===== src/rtl/dds_tv_pkg.sv =====
// Shared types for the DDS test-vector sequencer.
// Holds the run FSM encoding, default field widths and table address sizing.
package dds_tv_pkg;

   typedef enum logic [1:0] {
      IDLE = 2'd0,
      RUN  = 2'd1,
      DONE = 2'd2
   } tv_state_e;

   localparam int DEF_FREQ_BITS   = 10;
   localparam int DEF_PH_BITS     = 10;
   localparam int DEF_SAMPLE_BITS = 10;
   localparam int DEF_RUN_LEN     = 510;
   localparam int DEF_NUM_EVENTS  = 4;
   localparam int DEF_NUM_CH      = 1;

   function automatic int addr_bits(input int n);
      return (n > 1) ? $clog2(n) : 1;
   endfunction

endpackage


===== src/rtl/dds_tv_if.sv =====
// Bench-controller <-> sequencer bus: run control, table writes, vector outputs.
// master = controller side, slave = sequencer side.
interface dds_tv_if
   import dds_tv_pkg::*;
#(
   parameter int FREQ_OFFSET_BITS = DEF_FREQ_BITS,
   parameter int PH_OFFSET_BITS   = DEF_PH_BITS,
   parameter int SAMPLE_BITS      = DEF_SAMPLE_BITS,
   parameter int NUM_EVENTS       = DEF_NUM_EVENTS,
   parameter int NUM_CH           = DEF_NUM_CH
);
   localparam int AW = addr_bits(NUM_EVENTS);

   logic                               start;
   logic                               stall;
   logic                               tbl_we;
   logic [AW-1:0]                      tbl_addr;
   logic                               tbl_valid;
   logic [SAMPLE_BITS-1:0]             tbl_sample;
   logic [NUM_CH-1:0]                  tbl_ch;
   logic [FREQ_OFFSET_BITS-1:0]        tbl_freq;
   logic                               tbl_freq_we;
   logic [PH_OFFSET_BITS-1:0]          tbl_ph;
   logic                               tbl_ph_we;
   logic [FREQ_OFFSET_BITS-1:0]        tbl_step;
   logic [SAMPLE_BITS-1:0]             sample_num;
   logic                               vect_valid;
   logic [NUM_CH*FREQ_OFFSET_BITS-1:0] freq_offset;
   logic [NUM_CH-1:0]                  freq_offset_we;
   logic [NUM_CH*PH_OFFSET_BITS-1:0]   ph_offset;
   logic [NUM_CH-1:0]                  ph_offset_we;
   logic                               busy;
   logic                               done;

   modport master (
      output start, stall, tbl_we, tbl_addr, tbl_valid, tbl_sample,
      output tbl_ch, tbl_freq, tbl_freq_we, tbl_ph, tbl_ph_we, tbl_step,
      input  sample_num, vect_valid, freq_offset, freq_offset_we,
      input  ph_offset, ph_offset_we, busy, done
   );

   modport slave (
      input  start, stall, tbl_we, tbl_addr, tbl_valid, tbl_sample,
      input  tbl_ch, tbl_freq, tbl_freq_we, tbl_ph, tbl_ph_we, tbl_step,
      output sample_num, vect_valid, freq_offset, freq_offset_we,
      output ph_offset, ph_offset_we, busy, done
   );

endinterface


===== src/rtl/dds_tv_event_match.sv =====
// Event table storage plus parallel compare against the sample counter.
// Per channel the lowest-index matching entry wins. Sweep step stored with FREQ_SWEEP_EN.
module dds_tv_event_match
   import dds_tv_pkg::*;
#(
   parameter int FREQ_OFFSET_BITS = DEF_FREQ_BITS,
   parameter int PH_OFFSET_BITS   = DEF_PH_BITS,
   parameter int SAMPLE_BITS      = DEF_SAMPLE_BITS,
   parameter int NUM_EVENTS       = DEF_NUM_EVENTS,
   parameter int NUM_CH           = DEF_NUM_CH
) (
   input  logic                               clk,
   input  logic                               rst,
   input  logic                               tbl_we,
   input  logic [addr_bits(NUM_EVENTS)-1:0]   tbl_addr,
   input  logic                               tbl_valid,
   input  logic [SAMPLE_BITS-1:0]             tbl_sample,
   input  logic [NUM_CH-1:0]                  tbl_ch,
   input  logic [FREQ_OFFSET_BITS-1:0]        tbl_freq,
   input  logic                               tbl_freq_we,
   input  logic [PH_OFFSET_BITS-1:0]          tbl_ph,
   input  logic                               tbl_ph_we,
`ifdef FREQ_SWEEP_EN
   input  logic [FREQ_OFFSET_BITS-1:0]        tbl_step,
   output logic [NUM_CH*FREQ_OFFSET_BITS-1:0] win_step,
`endif
   input  logic [SAMPLE_BITS-1:0]             cnt,
   output logic [NUM_CH-1:0]                  hit_freq,
   output logic [NUM_CH-1:0]                  hit_ph,
   output logic [NUM_CH*FREQ_OFFSET_BITS-1:0] win_freq,
   output logic [NUM_CH*PH_OFFSET_BITS-1:0]   win_ph
);
   localparam int FB = FREQ_OFFSET_BITS;
   localparam int PB = PH_OFFSET_BITS;
   localparam int SB = SAMPLE_BITS;

   logic          ent_v   [NUM_EVENTS];
   logic [SB-1:0] ent_s   [NUM_EVENTS];
   logic [NUM_CH-1:0] ent_ch [NUM_EVENTS];
   logic [FB-1:0] ent_f   [NUM_EVENTS];
   logic          ent_fwe [NUM_EVENTS];
   logic [PB-1:0] ent_p   [NUM_EVENTS];
   logic          ent_pwe [NUM_EVENTS];
`ifdef FREQ_SWEEP_EN
   logic [FB-1:0] ent_st  [NUM_EVENTS];
`endif

   always_ff @(posedge clk or posedge rst) begin
      if (rst) begin
         for (int e = 0; e < NUM_EVENTS; e++) begin
            ent_v[e]   <= 1'b0;
            ent_s[e]   <= '0;
            ent_ch[e]  <= '0;
            ent_f[e]   <= '0;
            ent_fwe[e] <= 1'b0;
            ent_p[e]   <= '0;
            ent_pwe[e] <= 1'b0;
`ifdef FREQ_SWEEP_EN
            ent_st[e]  <= '0;
`endif
         end
      end else if (tbl_we && int'(tbl_addr) < NUM_EVENTS) begin
         ent_v[tbl_addr]   <= tbl_valid;
         ent_s[tbl_addr]   <= tbl_sample;
         ent_ch[tbl_addr]  <= tbl_ch;
         ent_f[tbl_addr]   <= tbl_freq;
         ent_fwe[tbl_addr] <= tbl_freq_we;
         ent_p[tbl_addr]   <= tbl_ph;
         ent_pwe[tbl_addr] <= tbl_ph_we;
`ifdef FREQ_SWEEP_EN
         ent_st[tbl_addr]  <= tbl_step;
`endif
      end
   end

   // Scan high to low so the lowest matching index overwrites last.
   always_comb begin
      hit_freq = '0;
      hit_ph   = '0;
      win_freq = '0;
      win_ph   = '0;
`ifdef FREQ_SWEEP_EN
      win_step = '0;
`endif
      for (int ch = 0; ch < NUM_CH; ch++) begin
         for (int e = NUM_EVENTS - 1; e >= 0; e--) begin
            if (ent_v[e] && ent_s[e] == cnt && ent_ch[e][ch]) begin
               hit_freq[ch]          = ent_fwe[e];
               hit_ph[ch]            = ent_pwe[e];
               win_freq[ch*FB +: FB] = ent_f[e];
               win_ph[ch*PB +: PB]   = ent_p[e];
`ifdef FREQ_SWEEP_EN
               win_step[ch*FB +: FB] = ent_st[e];
`endif
            end
         end
      end
   end

endmodule


===== src/rtl/dds_bhv_test_vect_seq.sv =====
// Table-driven DDS test-vector sequencer: run FSM, sample counter, registered outputs.
// Optional FREQ_SWEEP_EN adds a per-channel frequency step applied between events.
module dds_bhv_test_vect_seq
   import dds_tv_pkg::*;
#(
   parameter int FREQ_OFFSET_BITS = DEF_FREQ_BITS,
   parameter int PH_OFFSET_BITS   = DEF_PH_BITS,
   parameter int SAMPLE_BITS      = DEF_SAMPLE_BITS,
   parameter int RUN_LEN          = DEF_RUN_LEN,
   parameter int NUM_EVENTS       = DEF_NUM_EVENTS,
   parameter int NUM_CH           = DEF_NUM_CH
) (
   input logic     clk,
   input logic     rst,
   dds_tv_if.slave bus
);
   localparam int FB = FREQ_OFFSET_BITS;
   localparam int PB = PH_OFFSET_BITS;
   localparam int SB = SAMPLE_BITS;
   localparam logic [SB-1:0] LAST = SB'(RUN_LEN - 1);

   tv_state_e              state_q, state_d;
   logic [SB-1:0]          cnt_q, cnt_d;
   logic [SB-1:0]          num_q, num_d;
   logic                   valid_q, valid_d;
   logic [NUM_CH*FB-1:0]   fo_q, fo_d;
   logic [NUM_CH-1:0]      fwe_q, fwe_d;
   logic [NUM_CH*PB-1:0]   po_q, po_d;
   logic [NUM_CH-1:0]      pwe_q, pwe_d;
   logic [NUM_CH-1:0]      hit_freq, hit_ph;
   logic [NUM_CH*FB-1:0]   win_freq;
   logic [NUM_CH*PB-1:0]   win_ph;
`ifdef FREQ_SWEEP_EN
   logic [NUM_CH*FB-1:0]   win_step;
   logic [NUM_CH*FB-1:0]   step_q, step_d;
`else
   logic                   unused_step;
   assign unused_step = ^bus.tbl_step;
`endif

   dds_tv_event_match #(
      .FREQ_OFFSET_BITS (FB),
      .PH_OFFSET_BITS   (PB),
      .SAMPLE_BITS      (SB),
      .NUM_EVENTS       (NUM_EVENTS),
      .NUM_CH           (NUM_CH)
   ) u_match (
      .clk         (clk),
      .rst         (rst),
      .tbl_we      (bus.tbl_we),
      .tbl_addr    (bus.tbl_addr),
      .tbl_valid   (bus.tbl_valid),
      .tbl_sample  (bus.tbl_sample),
      .tbl_ch      (bus.tbl_ch),
      .tbl_freq    (bus.tbl_freq),
      .tbl_freq_we (bus.tbl_freq_we),
      .tbl_ph      (bus.tbl_ph),
      .tbl_ph_we   (bus.tbl_ph_we),
`ifdef FREQ_SWEEP_EN
      .tbl_step    (bus.tbl_step),
      .win_step    (win_step),
`endif
      .cnt         (cnt_q),
      .hit_freq    (hit_freq),
      .hit_ph      (hit_ph),
      .win_freq    (win_freq),
      .win_ph      (win_ph)
   );

   always_ff @(posedge clk or posedge rst) begin
      if (rst) begin
         state_q <= IDLE;
         cnt_q   <= '0;
         num_q   <= '0;
         valid_q <= 1'b0;
         fo_q    <= '0;
         fwe_q   <= '0;
         po_q    <= '0;
         pwe_q   <= '0;
`ifdef FREQ_SWEEP_EN
         step_q  <= '0;
`endif
      end else begin
         state_q <= state_d;
         cnt_q   <= cnt_d;
         num_q   <= num_d;
         valid_q <= valid_d;
         fo_q    <= fo_d;
         fwe_q   <= fwe_d;
         po_q    <= po_d;
         pwe_q   <= pwe_d;
`ifdef FREQ_SWEEP_EN
         step_q  <= step_d;
`endif
      end
   end

   always_comb begin
      state_d = state_q;
      cnt_d   = cnt_q;
      num_d   = num_q;
      valid_d = valid_q;
      fo_d    = fo_q;
      fwe_d   = fwe_q;
      po_d    = po_q;
      pwe_d   = pwe_q;
`ifdef FREQ_SWEEP_EN
      step_d  = step_q;
`endif
      unique case (state_q)
         IDLE, DONE: begin
            if (bus.start) begin
               state_d = RUN;
               cnt_d   = '0;
`ifdef FREQ_SWEEP_EN
               step_d  = '0;
`endif
            end
         end
         RUN: begin
            // Stall freezes everything; the held vector is consumed on release.
            if (!bus.stall) begin
               if (valid_q && num_q == LAST) begin
                  state_d = DONE;
                  valid_d = 1'b0;
                  fwe_d   = '0;
                  pwe_d   = '0;
               end else begin
                  num_d   = cnt_q;
                  valid_d = 1'b1;
                  if (cnt_q != LAST)
                     cnt_d = cnt_q + SB'(1);
                  for (int ch = 0; ch < NUM_CH; ch++) begin
                     fwe_d[ch] = 1'b0;
                     pwe_d[ch] = 1'b0;
                     if (hit_ph[ch]) begin
                        po_d[ch*PB +: PB] = win_ph[ch*PB +: PB];
                        pwe_d[ch]         = 1'b1;
                     end
                     if (hit_freq[ch]) begin
                        fo_d[ch*FB +: FB] = win_freq[ch*FB +: FB];
                        fwe_d[ch]         = 1'b1;
`ifdef FREQ_SWEEP_EN
                        step_d[ch*FB +: FB] = win_step[ch*FB +: FB];
                     end else if (step_q[ch*FB +: FB] != '0) begin
                        fo_d[ch*FB +: FB] = fo_q[ch*FB +: FB]
                                          + step_q[ch*FB +: FB];
                        fwe_d[ch]         = 1'b1;
`endif
                     end
                  end
               end
            end
         end
         default: state_d = IDLE;
      endcase
   end

   assign bus.sample_num     = num_q;
   assign bus.vect_valid     = valid_q;
   assign bus.freq_offset    = fo_q;
   assign bus.freq_offset_we = fwe_q;
   assign bus.ph_offset      = po_q;
   assign bus.ph_offset_we   = pwe_q;
   assign bus.busy           = (state_q == RUN);
   assign bus.done           = (state_q == DONE);

endmodule


===== src/flat_wrapper.sv =====
// flat-port wrapper written by rule: the top's interface ports become plain ports
module dds_bhv_test_vect_seq_flat import dds_tv_pkg::*;
#(
   parameter int FREQ_OFFSET_BITS = DEF_FREQ_BITS,
   parameter int PH_OFFSET_BITS   = DEF_PH_BITS,
   parameter int SAMPLE_BITS      = DEF_SAMPLE_BITS,
   parameter int RUN_LEN          = DEF_RUN_LEN,
   parameter int NUM_EVENTS       = DEF_NUM_EVENTS,
   parameter int NUM_CH           = DEF_NUM_CH
)
  (clk, rst, bus_start, bus_stall, bus_tbl_we, bus_tbl_addr, bus_tbl_valid, bus_tbl_sample, bus_tbl_ch, bus_tbl_freq, bus_tbl_freq_we, bus_tbl_ph, bus_tbl_ph_we, bus_tbl_step, bus_sample_num, bus_vect_valid, bus_freq_offset, bus_freq_offset_we, bus_ph_offset, bus_ph_offset_we, bus_busy, bus_done);
  dds_tv_if #(.FREQ_OFFSET_BITS(FREQ_OFFSET_BITS), .PH_OFFSET_BITS(PH_OFFSET_BITS), .SAMPLE_BITS(SAMPLE_BITS), .NUM_EVENTS(NUM_EVENTS), .NUM_CH(NUM_CH)) bus_i ();
  input logic clk;
  input logic rst;
  input wire logic [$bits(bus_i.start)-1:0] bus_start;
  input wire logic [$bits(bus_i.stall)-1:0] bus_stall;
  input wire logic [$bits(bus_i.tbl_we)-1:0] bus_tbl_we;
  input wire logic [$bits(bus_i.tbl_addr)-1:0] bus_tbl_addr;
  input wire logic [$bits(bus_i.tbl_valid)-1:0] bus_tbl_valid;
  input wire logic [$bits(bus_i.tbl_sample)-1:0] bus_tbl_sample;
  input wire logic [$bits(bus_i.tbl_ch)-1:0] bus_tbl_ch;
  input wire logic [$bits(bus_i.tbl_freq)-1:0] bus_tbl_freq;
  input wire logic [$bits(bus_i.tbl_freq_we)-1:0] bus_tbl_freq_we;
  input wire logic [$bits(bus_i.tbl_ph)-1:0] bus_tbl_ph;
  input wire logic [$bits(bus_i.tbl_ph_we)-1:0] bus_tbl_ph_we;
  input wire logic [$bits(bus_i.tbl_step)-1:0] bus_tbl_step;
  output wire logic [$bits(bus_i.sample_num)-1:0] bus_sample_num;
  output wire logic [$bits(bus_i.vect_valid)-1:0] bus_vect_valid;
  output wire logic [$bits(bus_i.freq_offset)-1:0] bus_freq_offset;
  output wire logic [$bits(bus_i.freq_offset_we)-1:0] bus_freq_offset_we;
  output wire logic [$bits(bus_i.ph_offset)-1:0] bus_ph_offset;
  output wire logic [$bits(bus_i.ph_offset_we)-1:0] bus_ph_offset_we;
  output wire logic [$bits(bus_i.busy)-1:0] bus_busy;
  output wire logic [$bits(bus_i.done)-1:0] bus_done;
  assign bus_i.start = bus_start;
  assign bus_i.stall = bus_stall;
  assign bus_i.tbl_we = bus_tbl_we;
  assign bus_i.tbl_addr = bus_tbl_addr;
  assign bus_i.tbl_valid = bus_tbl_valid;
  assign bus_i.tbl_sample = bus_tbl_sample;
  assign bus_i.tbl_ch = bus_tbl_ch;
  assign bus_i.tbl_freq = bus_tbl_freq;
  assign bus_i.tbl_freq_we = bus_tbl_freq_we;
  assign bus_i.tbl_ph = bus_tbl_ph;
  assign bus_i.tbl_ph_we = bus_tbl_ph_we;
  assign bus_i.tbl_step = bus_tbl_step;
  assign bus_sample_num = bus_i.sample_num;
  assign bus_vect_valid = bus_i.vect_valid;
  assign bus_freq_offset = bus_i.freq_offset;
  assign bus_freq_offset_we = bus_i.freq_offset_we;
  assign bus_ph_offset = bus_i.ph_offset;
  assign bus_ph_offset_we = bus_i.ph_offset_we;
  assign bus_busy = bus_i.busy;
  assign bus_done = bus_i.done;
  dds_bhv_test_vect_seq #(.FREQ_OFFSET_BITS(FREQ_OFFSET_BITS), .PH_OFFSET_BITS(PH_OFFSET_BITS), .SAMPLE_BITS(SAMPLE_BITS), .RUN_LEN(RUN_LEN), .NUM_EVENTS(NUM_EVENTS), .NUM_CH(NUM_CH)) u_core (.clk(clk), .rst(rst), .bus(bus_i));
endmodule

===== config.mk =====
export PLATFORM = sky130hd
export DESIGN_NAME = dds_bhv_test_vect_seq_flat
export DESIGN_NICKNAME = d
export VERILOG_FILES = /design/src/rtl/dds_tv_pkg.sv /design/src/rtl/dds_tv_if.sv /design/src/rtl/dds_tv_event_match.sv /design/src/rtl/dds_bhv_test_vect_seq.sv /design/src/flat_wrapper.sv
export SDC_FILE = /design/constraint.sdc
export NUM_CORES = 1
export LEC_CHECK = 0
export ABC_CLOCK_PERIOD_IN_PS = 6040
export BUFFER_PORTS_ARGS = -buffer_cell sky130_fd_sc_hd__buf_2
export CAP_MARGIN = 20
export CORE_ASPECT_RATIO = 1.4
export CORE_MARGIN = 3
export CORE_UTILIZATION = 44
export DETAILED_ROUTE_END_ITERATION = 7
export GPL_TIMING_DRIVEN = 0
export SETUP_SLACK_MARGIN = 0.3
export SLEW_MARGIN = 20
export SYNTH_ARGS = -nofsm -noshare
export SYNTH_HDL_FRONTEND = slang
export SYNTH_SLANG_ARGS = --single-unit

===== constraint.sdc =====
create_clock -name clk -period 6.04 [get_ports clk]
set_input_delay 1.208 -clock clk [delete_from_list [all_inputs] [get_ports clk]]
set_output_delay 1.208 -clock clk [all_outputs]
set_load 0.02 [all_outputs]

After elaboration in Yosys (flattened, before gate mapping)
Cells that the tools add are included.
{ "op_classes": {"n_addsub": 1, "order_cmp": 2, "n_eq_ne": 13, "mux": 41, "n_bitwise": 3, "n_reduce_logical": 19} }
{ "op_table": {"columns": ["op", "count"], "rows": [
  ["$mux W10", 13],
  ["$bwmux W40", 3],
  ["$eq A10 B10 Y1", 4],
  ["$demux W10 S2", 1],
  ["$pmux W10 S2", 1],
  ["$bwmux W4", 4],
  ["$mux W1", 14],
  ["$add A10 B1 Y10 const B", 1],
  ["$eq A10 B9 Y1 const B", 1],
  ["$logic_and A1 B1 Y1", 10],
  ["$ne A10 B9 Y1 const B", 1],
  ["$reduce_and A4 Y1", 2],
  ["$mux W2", 3],
  ["$ne A2 B2 Y1 const B", 3],
  ["$reduce_and A3 Y1", 2],
  ["$reduce_and A5 Y1", 1],
  ["$ne A2 B1 Y1 const B", 2],
  ["$pmux W2 S2", 1],
  ["$ge A3 B3 Y1 const B", 1],
  ["$lt A3 B1 Y1 const B", 1],
  ["$not A2 Y3", 1],
  ["$demux W1 S2", 1],
  ["$eq A2 B1 Y1 const B", 1],
  ["$eq A2 B2 Y1 const B", 1],
  ["5 further kinds", 6]
]} }
{ "word_totals": {"regBits": 181, "inputBits": 51, "elab_cells": 115} }

Depth between registers and ports, before layout
{ "logic_depth": {"word_depth": 9, "depth_mapped": 9} }

Modules after synthesis
Synthesis repeated with hierarchy kept, for this count alone.
{ "hier_totals": {"cells_unflattened": 690, "area_unflattened_um2": 8560.7} }
{ "modules_own_cells": {"columns": ["module", "instances", "cells_per_inst", "area_each_um2"], "rows": [
  ["dds_tv_event_match", 1, 523, 6426.2],
  ["dds_bhv_test_vect_seq", 1, 167, 2134.5]
]} }

Least setup slack after synthesis
OpenSTA, ideal clock, no wires.
{ "synth_path": {"path_kind": "input to register", "startpoint": "input port bus_stall", "endpoint": "register u_core.fo_q[0], in the netlist u_core.bus.freq_offset[0]", "setup_time_ps": 127, "arrival_time_ps": 2535, "required_time_ps": 5913, "slack_ps": 3378, "cell_stages": 7, "path_buffers": 2, "path_cell_list": "nor2_1 and2_1 clkbuf_1 nand3_1 o21ai_2 buf_6 mux2_1"} }
{ "synth_via": {"elab_chain_cells": 2} }
{ "synth_rtl": {"columns": ["element", "line", "source"], "rows": [
  ["start: declaration", "flat_wrapper.sv:16", "input wire logic [$bits(bus_i.stall)-1:0] bus_stall;"],
  ["$not A1 Y1 (no line)", null, null],
  ["$reduce_and A4 Y1 (no line)", null, null],
  ["end signal: assignment", "dds_bhv_test_vect_seq.sv:88", "fo_q <= fo_d;"],
  ["end: declaration", "dds_bhv_test_vect_seq.sv:26", "logic [NUM_CH*FB-1:0] fo_q, fo_d;"]
]} }
No other way between the ends.
A chain may end at the register's enable or synchronous reset.

Worst setup path in the final report
{ "layout_path": {"startpoint": "input port bus_tbl_addr[1]", "endpoint": "register u_core.u_match.ent_f[31] (netlist bit)"} }
{ "layout_via": {"elab_chain_cells": 6, "word_cells_on_any_way": 7, "cone_classes": "2 x order compare; 3 x mux; 1 x bitwise; 1 x reduce/logical"} }
{ "layout_rtl": {"columns": ["element", "line", "source"], "rows": [
  ["start: declaration", "flat_wrapper.sv:18", "input wire logic [$bits(bus_i.tbl_addr)-1:0] bus_tbl_addr;"],
  ["$not A2 Y3 (implied by the code) *", "dds_tv_event_match.sv:66", "ent_f[tbl_addr] <= tbl_freq;"],
  ["$ge A3 B3 Y1 (implied by the code) or $lt A3 B1 Y1 (tied branches)", "dds_tv_event_match.sv:66", null],
  ["$logic_and A1 B1 Y1 (implied by the code)", "dds_tv_event_match.sv:66", null],
  ["$mux W10 (implied by the code)", "dds_tv_event_match.sv:66", null],
  ["$demux W10 S2 *", "dds_tv_event_match.sv:66", null],
  ["$bwmux W40 *", "dds_tv_event_match.sv:66", null],
  ["end signal: indexed assignment", "dds_tv_event_match.sv:66", null],
  ["end: declaration", "dds_tv_event_match.sv:40", "logic [FB-1:0] ent_f [NUM_EVENTS];"]
]} }
Every way passes the cells marked *; elsewhere a longest branch is shown, timed or not.

==> results.py <==
metrics = {
    "setup_path": {
        "critPathKind": "in -> reg",
        "critical_path.max_fanout": 10,
        "crit_required_ns": 6.35,
        "rrSetupSlack_ns": 3.19,
        "crit_start": "bus_tbl_addr[1]",
        "crit_chain": "buf_2, nor3b_1, clkbuf_1, mux2_2",
        "critPathTopFamily": "simple AND/OR/NAND/NOR gates",
        "crit_cells": 4,
        "rr_startpoint": "u_core.cnt_q[2]$_DFFE_PP0P_",
        "endpoint_kind": "flop",
        "reg2reg_depth": 8,
        "worstPathArrival_ns": 3.28,
        "cpMaxStageDelayCell": "nor3b_1",
        "startpoint_type": "primary input",
        "crit_buf_inv": 2,
        "slowest_delay_ns": 0.84,
    },
    "clock_network": {
        "h-tree-depth": 4,
        "cts_tree": "yes",
        "insertion_delay_ns": 0.43,
        "cts-resized-gates": 0,
        "cts.path.max_buffers": 2,
        "cts_root_buf": "clkbuf_16",
        "cts_hold_buf": 0,
        "clock_sinks": 181,
        "post-cts-setup-buffer-count": 0,
        "clkTransAtPathRegs_ns": 0.07,
        "cts_made_buffers": 17,
    },
    "global_routing": {
        "grt.total_usage_pct": 21.0,
        "grt_max_degree": 37,
        "grt_pass1_vias": 6167,
        "antenna_found_initial": 1,
        "grt_pass1_wl_mm": 33.3,
        "grt_overflow_total": 0,
    },
    "timing": {
        "max_slew_margin_pct": 30.6,
        "max_freq_mhz": 336,
        "hold_viol": 0,
        "fin_crit_ns": 2.97,
        "fin_crit_sh_pct": 49.2,
        "finalSetupViolCount": 0,
        "grt_setup_unrepaired": "false",
        "slew_viol_final": 0,
        "worst_slack_ns": 3.07,
        "skew_ns": 0.0115,
        "tns_ns": 0,
        "tightest_slew_ns": 1.04,
    },
    "power_and_ir_drop": {
        "p_sw_share_pct": 28.8,
        "p_comb_share_pct": 18.6,
        "p_leak_nw": 4.40,
        "power.total_mw": 3.27,
        "powerDensity_nw_per_um2": 338,
        "p_clk_share_pct": 34.7,
        "switchingPower_mw": 0.943,
        "ir_drop_uv": 189,
        "pwr-share-seq_pct": 46.6,
        "intPower_mw": 2.33,
    },
    "min_path": {
        "hp-start": "u_core.bus.ph_offset_we$_DFFE_PP0P_",
        "hold_path_depth": 1,
        "hold_class": "reg -> reg",
    },
    "routing": {
        "post_drt_wl_per_cell_um": 20.0,
        "viasPerCell": 5.60,
        "drt-initial-drc-count": 289,
        "num_vias": 5763,
        "drc_errors": 0,
        "final_antenna_net_count": 0,
        "drt-total-wl_mm": 20.5,
        "first_pass_iters": 5,
    },
    "layout": {
        "mostFrequentLayoutCell": "dfrtp_1",
        "final_nets": 829,
        "nFillCells": 1589,
        "final_cell_mix": "181 x dfrtp_1, 138 x mux2_2, 87 x buf_2",
        "drive_gt1_share_pct": 34.5,
        "postLayoutCoreUtil_pct": 53.2,
        "area_growth_pct": 17.1,
        "n_antenna_cell": 0,
        "fin_cells": 1029,
    },
    "placement": {
        "numPortBuffers": 75,
        "pre_cts_ws_ns": 2.57,
        "gp_congestion": 0.827,
        "place_hpwl_mm": 14.4,
        "post-place-cells": 997,
    },
    "floorplan": {
        "dieArea_sq_um": 20500,
        "die_h_um": 168,
        "num_io_pins": 86,
        "coreArea_sq_um": 18200,
        "die_w_um": 122,
        "initial_core_util_pct": 45.5,
        "row_count": 58,
    },
    "logic_synthesis": {
        "yosys_warnings": 0,
        "synth_nets": 729,
        "synth_cell_type_count": 41,
        "post_synth.cell_area_avg_sq_um": 12.2,
        "ys_seq_elements": 181,
        "synth_area_sq_um": 8280,
        "synthCells": 676,
        "synth-seq-area-share_pct": 54.7,
    },
    "outcome": {
        "status": "finished clean",
    },
    "job": {
        "cap_viol_max_count": 0,
    },
}
[layer usage]
layer	GRT usage, %	up-vias	part of all wire [%]
met5	0	-	0.034
met4	5.90	2	1.3
met3	3.70	22	3.2
met2	37.4	108	54
met1	25.9	2989	41
li1	-	2642	-
[cell type report]
type | instances | area, sq um | share of cell area, %
inverters | 5 | 22.5 | 0.232
flip-flops and latches | 181 | 4530 | 46.7
multi-input cells | 443 | 3520 | 36.3
plain buffers | 47 | 210 | 2.17
clock inverters | 12 | 143 | 1.47
well taps | 240 | 300 | 3.10
clock buffers | 20 | 467 | 4.81
repair buffers | 81 | 503 | 5.19
[Yosys cell counts]
library cell,count,share of area [%]
nor3_1,3,0.18
o311ai_0,2,0.21
o21a_1,2,0.18
o311a_1,23,2.8
nand3_1,9,0.54
o21ai_0,44,2.7
nor3b_1,1,0.091
a21o_1,2,0.18
buf_2,12,0.73
a21oi_1,3,0.18
buf_4,1,0.091
nor4_2,2,0.30
nor2b_1,1,0.076
nand2b_1,5,0.38
o31a_1,1,0.11
nand3b_1,4,0.36
xnor2_1,8,0.85
nand4b_1,1,0.11
and3_1,2,0.15
o21ai_2,2,0.21
o21ai_1,4,0.24
and2_1,1,0.076
and4_1,1,0.11
or4_1,4,0.36
inv_1,5,0.23
nor2_1,4,0.18
o31ai_1,2,0.18
nand2_1,82,3.7
dfrtp_1,181,55
nand4_1,26,2.0
buf_6,2,0.27
xor2_1,34,3.6
nor4_1,5,0.38
clkbuf_1,32,1.5
or4_4,1,0.14
o2111ai_1,1,0.11
ha_1,2,0.30
mux2_1,18,2.4
or3_1,2,0.15
mux2_2,138,19
o211ai_1,3,0.27
[registers in the layout, indices dropped and copies added, names as in the netlist, 4 cells and up]
name                    count
u_core.u_match.ent_f       40
u_core.u_match.ent_ch       4
u_core.u_match.ent_v        4
u_core.cnt_q               10
u_core.bus.ph_offset       10
u_core.bus.sample_num      10
u_core.u_match.ent_p       40
u_core.bus.freq_offset     10
u_core.u_match.ent_pwe      4
u_core.u_match.ent_fwe      4
u_core.u_match.ent_s       40
[worst register-to-register path: cells and delay by family (launching register included)]
family	cells	cell delay [ns]
and+or+nand+nor	2	1.04
AOI/OAI and AO/OA	2	0.33
xor gates and xnor gates	1	0.21
muxes	1	0.31
buffers and inverters	2	0.49
DFF	1	0.35
[worst paths after layout]
path                                                         endpoint
min in group asynchronous       u_core.bus.freq_offset[4]$_DFFE_PP0P_
max in group asynchronous         u_core.u_match.ent_v[3]$_DFFE_PP0P_
worst min-delay path              u_core.bus.ph_offset_we$_DFFE_PP0P_
worst min register to register    u_core.bus.ph_offset_we$_DFFE_PP0P_
worst max-delay path             u_core.u_match.ent_f[31]$_DFFE_PP0P_
worst max register to register    u_core.bus.ph_offset[9]$_DFFE_PP0P_
[cells by family (layout without fill, tap and decap cells)]
family                     count (synthesis)  count (layout)  share of synthesized area [%]
AOI/OAI and AO/OA                         89              89                           7.31
xor gates and xnor gates                  42              42                           4.44
adders and majority gates                  2               2                          0.302
buffers and inverters                     52             165                           2.77
DFF                                      181             181                           54.7
muxes                                    156             156                           21.2
and+or+nand+nor                          154             154                           9.26
[metrics by stage]
step                      area [sq um]  hold WS (ns)
final                             9700         0.474
after CTS                         9700         0.484
after global routing              9700         0.500
after detailed placement          9090         0.469
after global placement            8960         0.457
after floorplan                   8280         0.474
[power groups by stage]
stage | Sequential [mW] | Clock [mW] | Combinational (mW)
after global placement | 1.53 | 0 | 0.583
after detailed placement | 1.55 | 0 | 0.613
final | 1.53 | 1.14 | 0.610
after CTS | 1.53 | 1.16 | 0.615
after floorplan | 1.53 | 0 | 0.423
after global routing | 1.55 | 1.21 | 0.675
(Power assumes the default switching activity.)
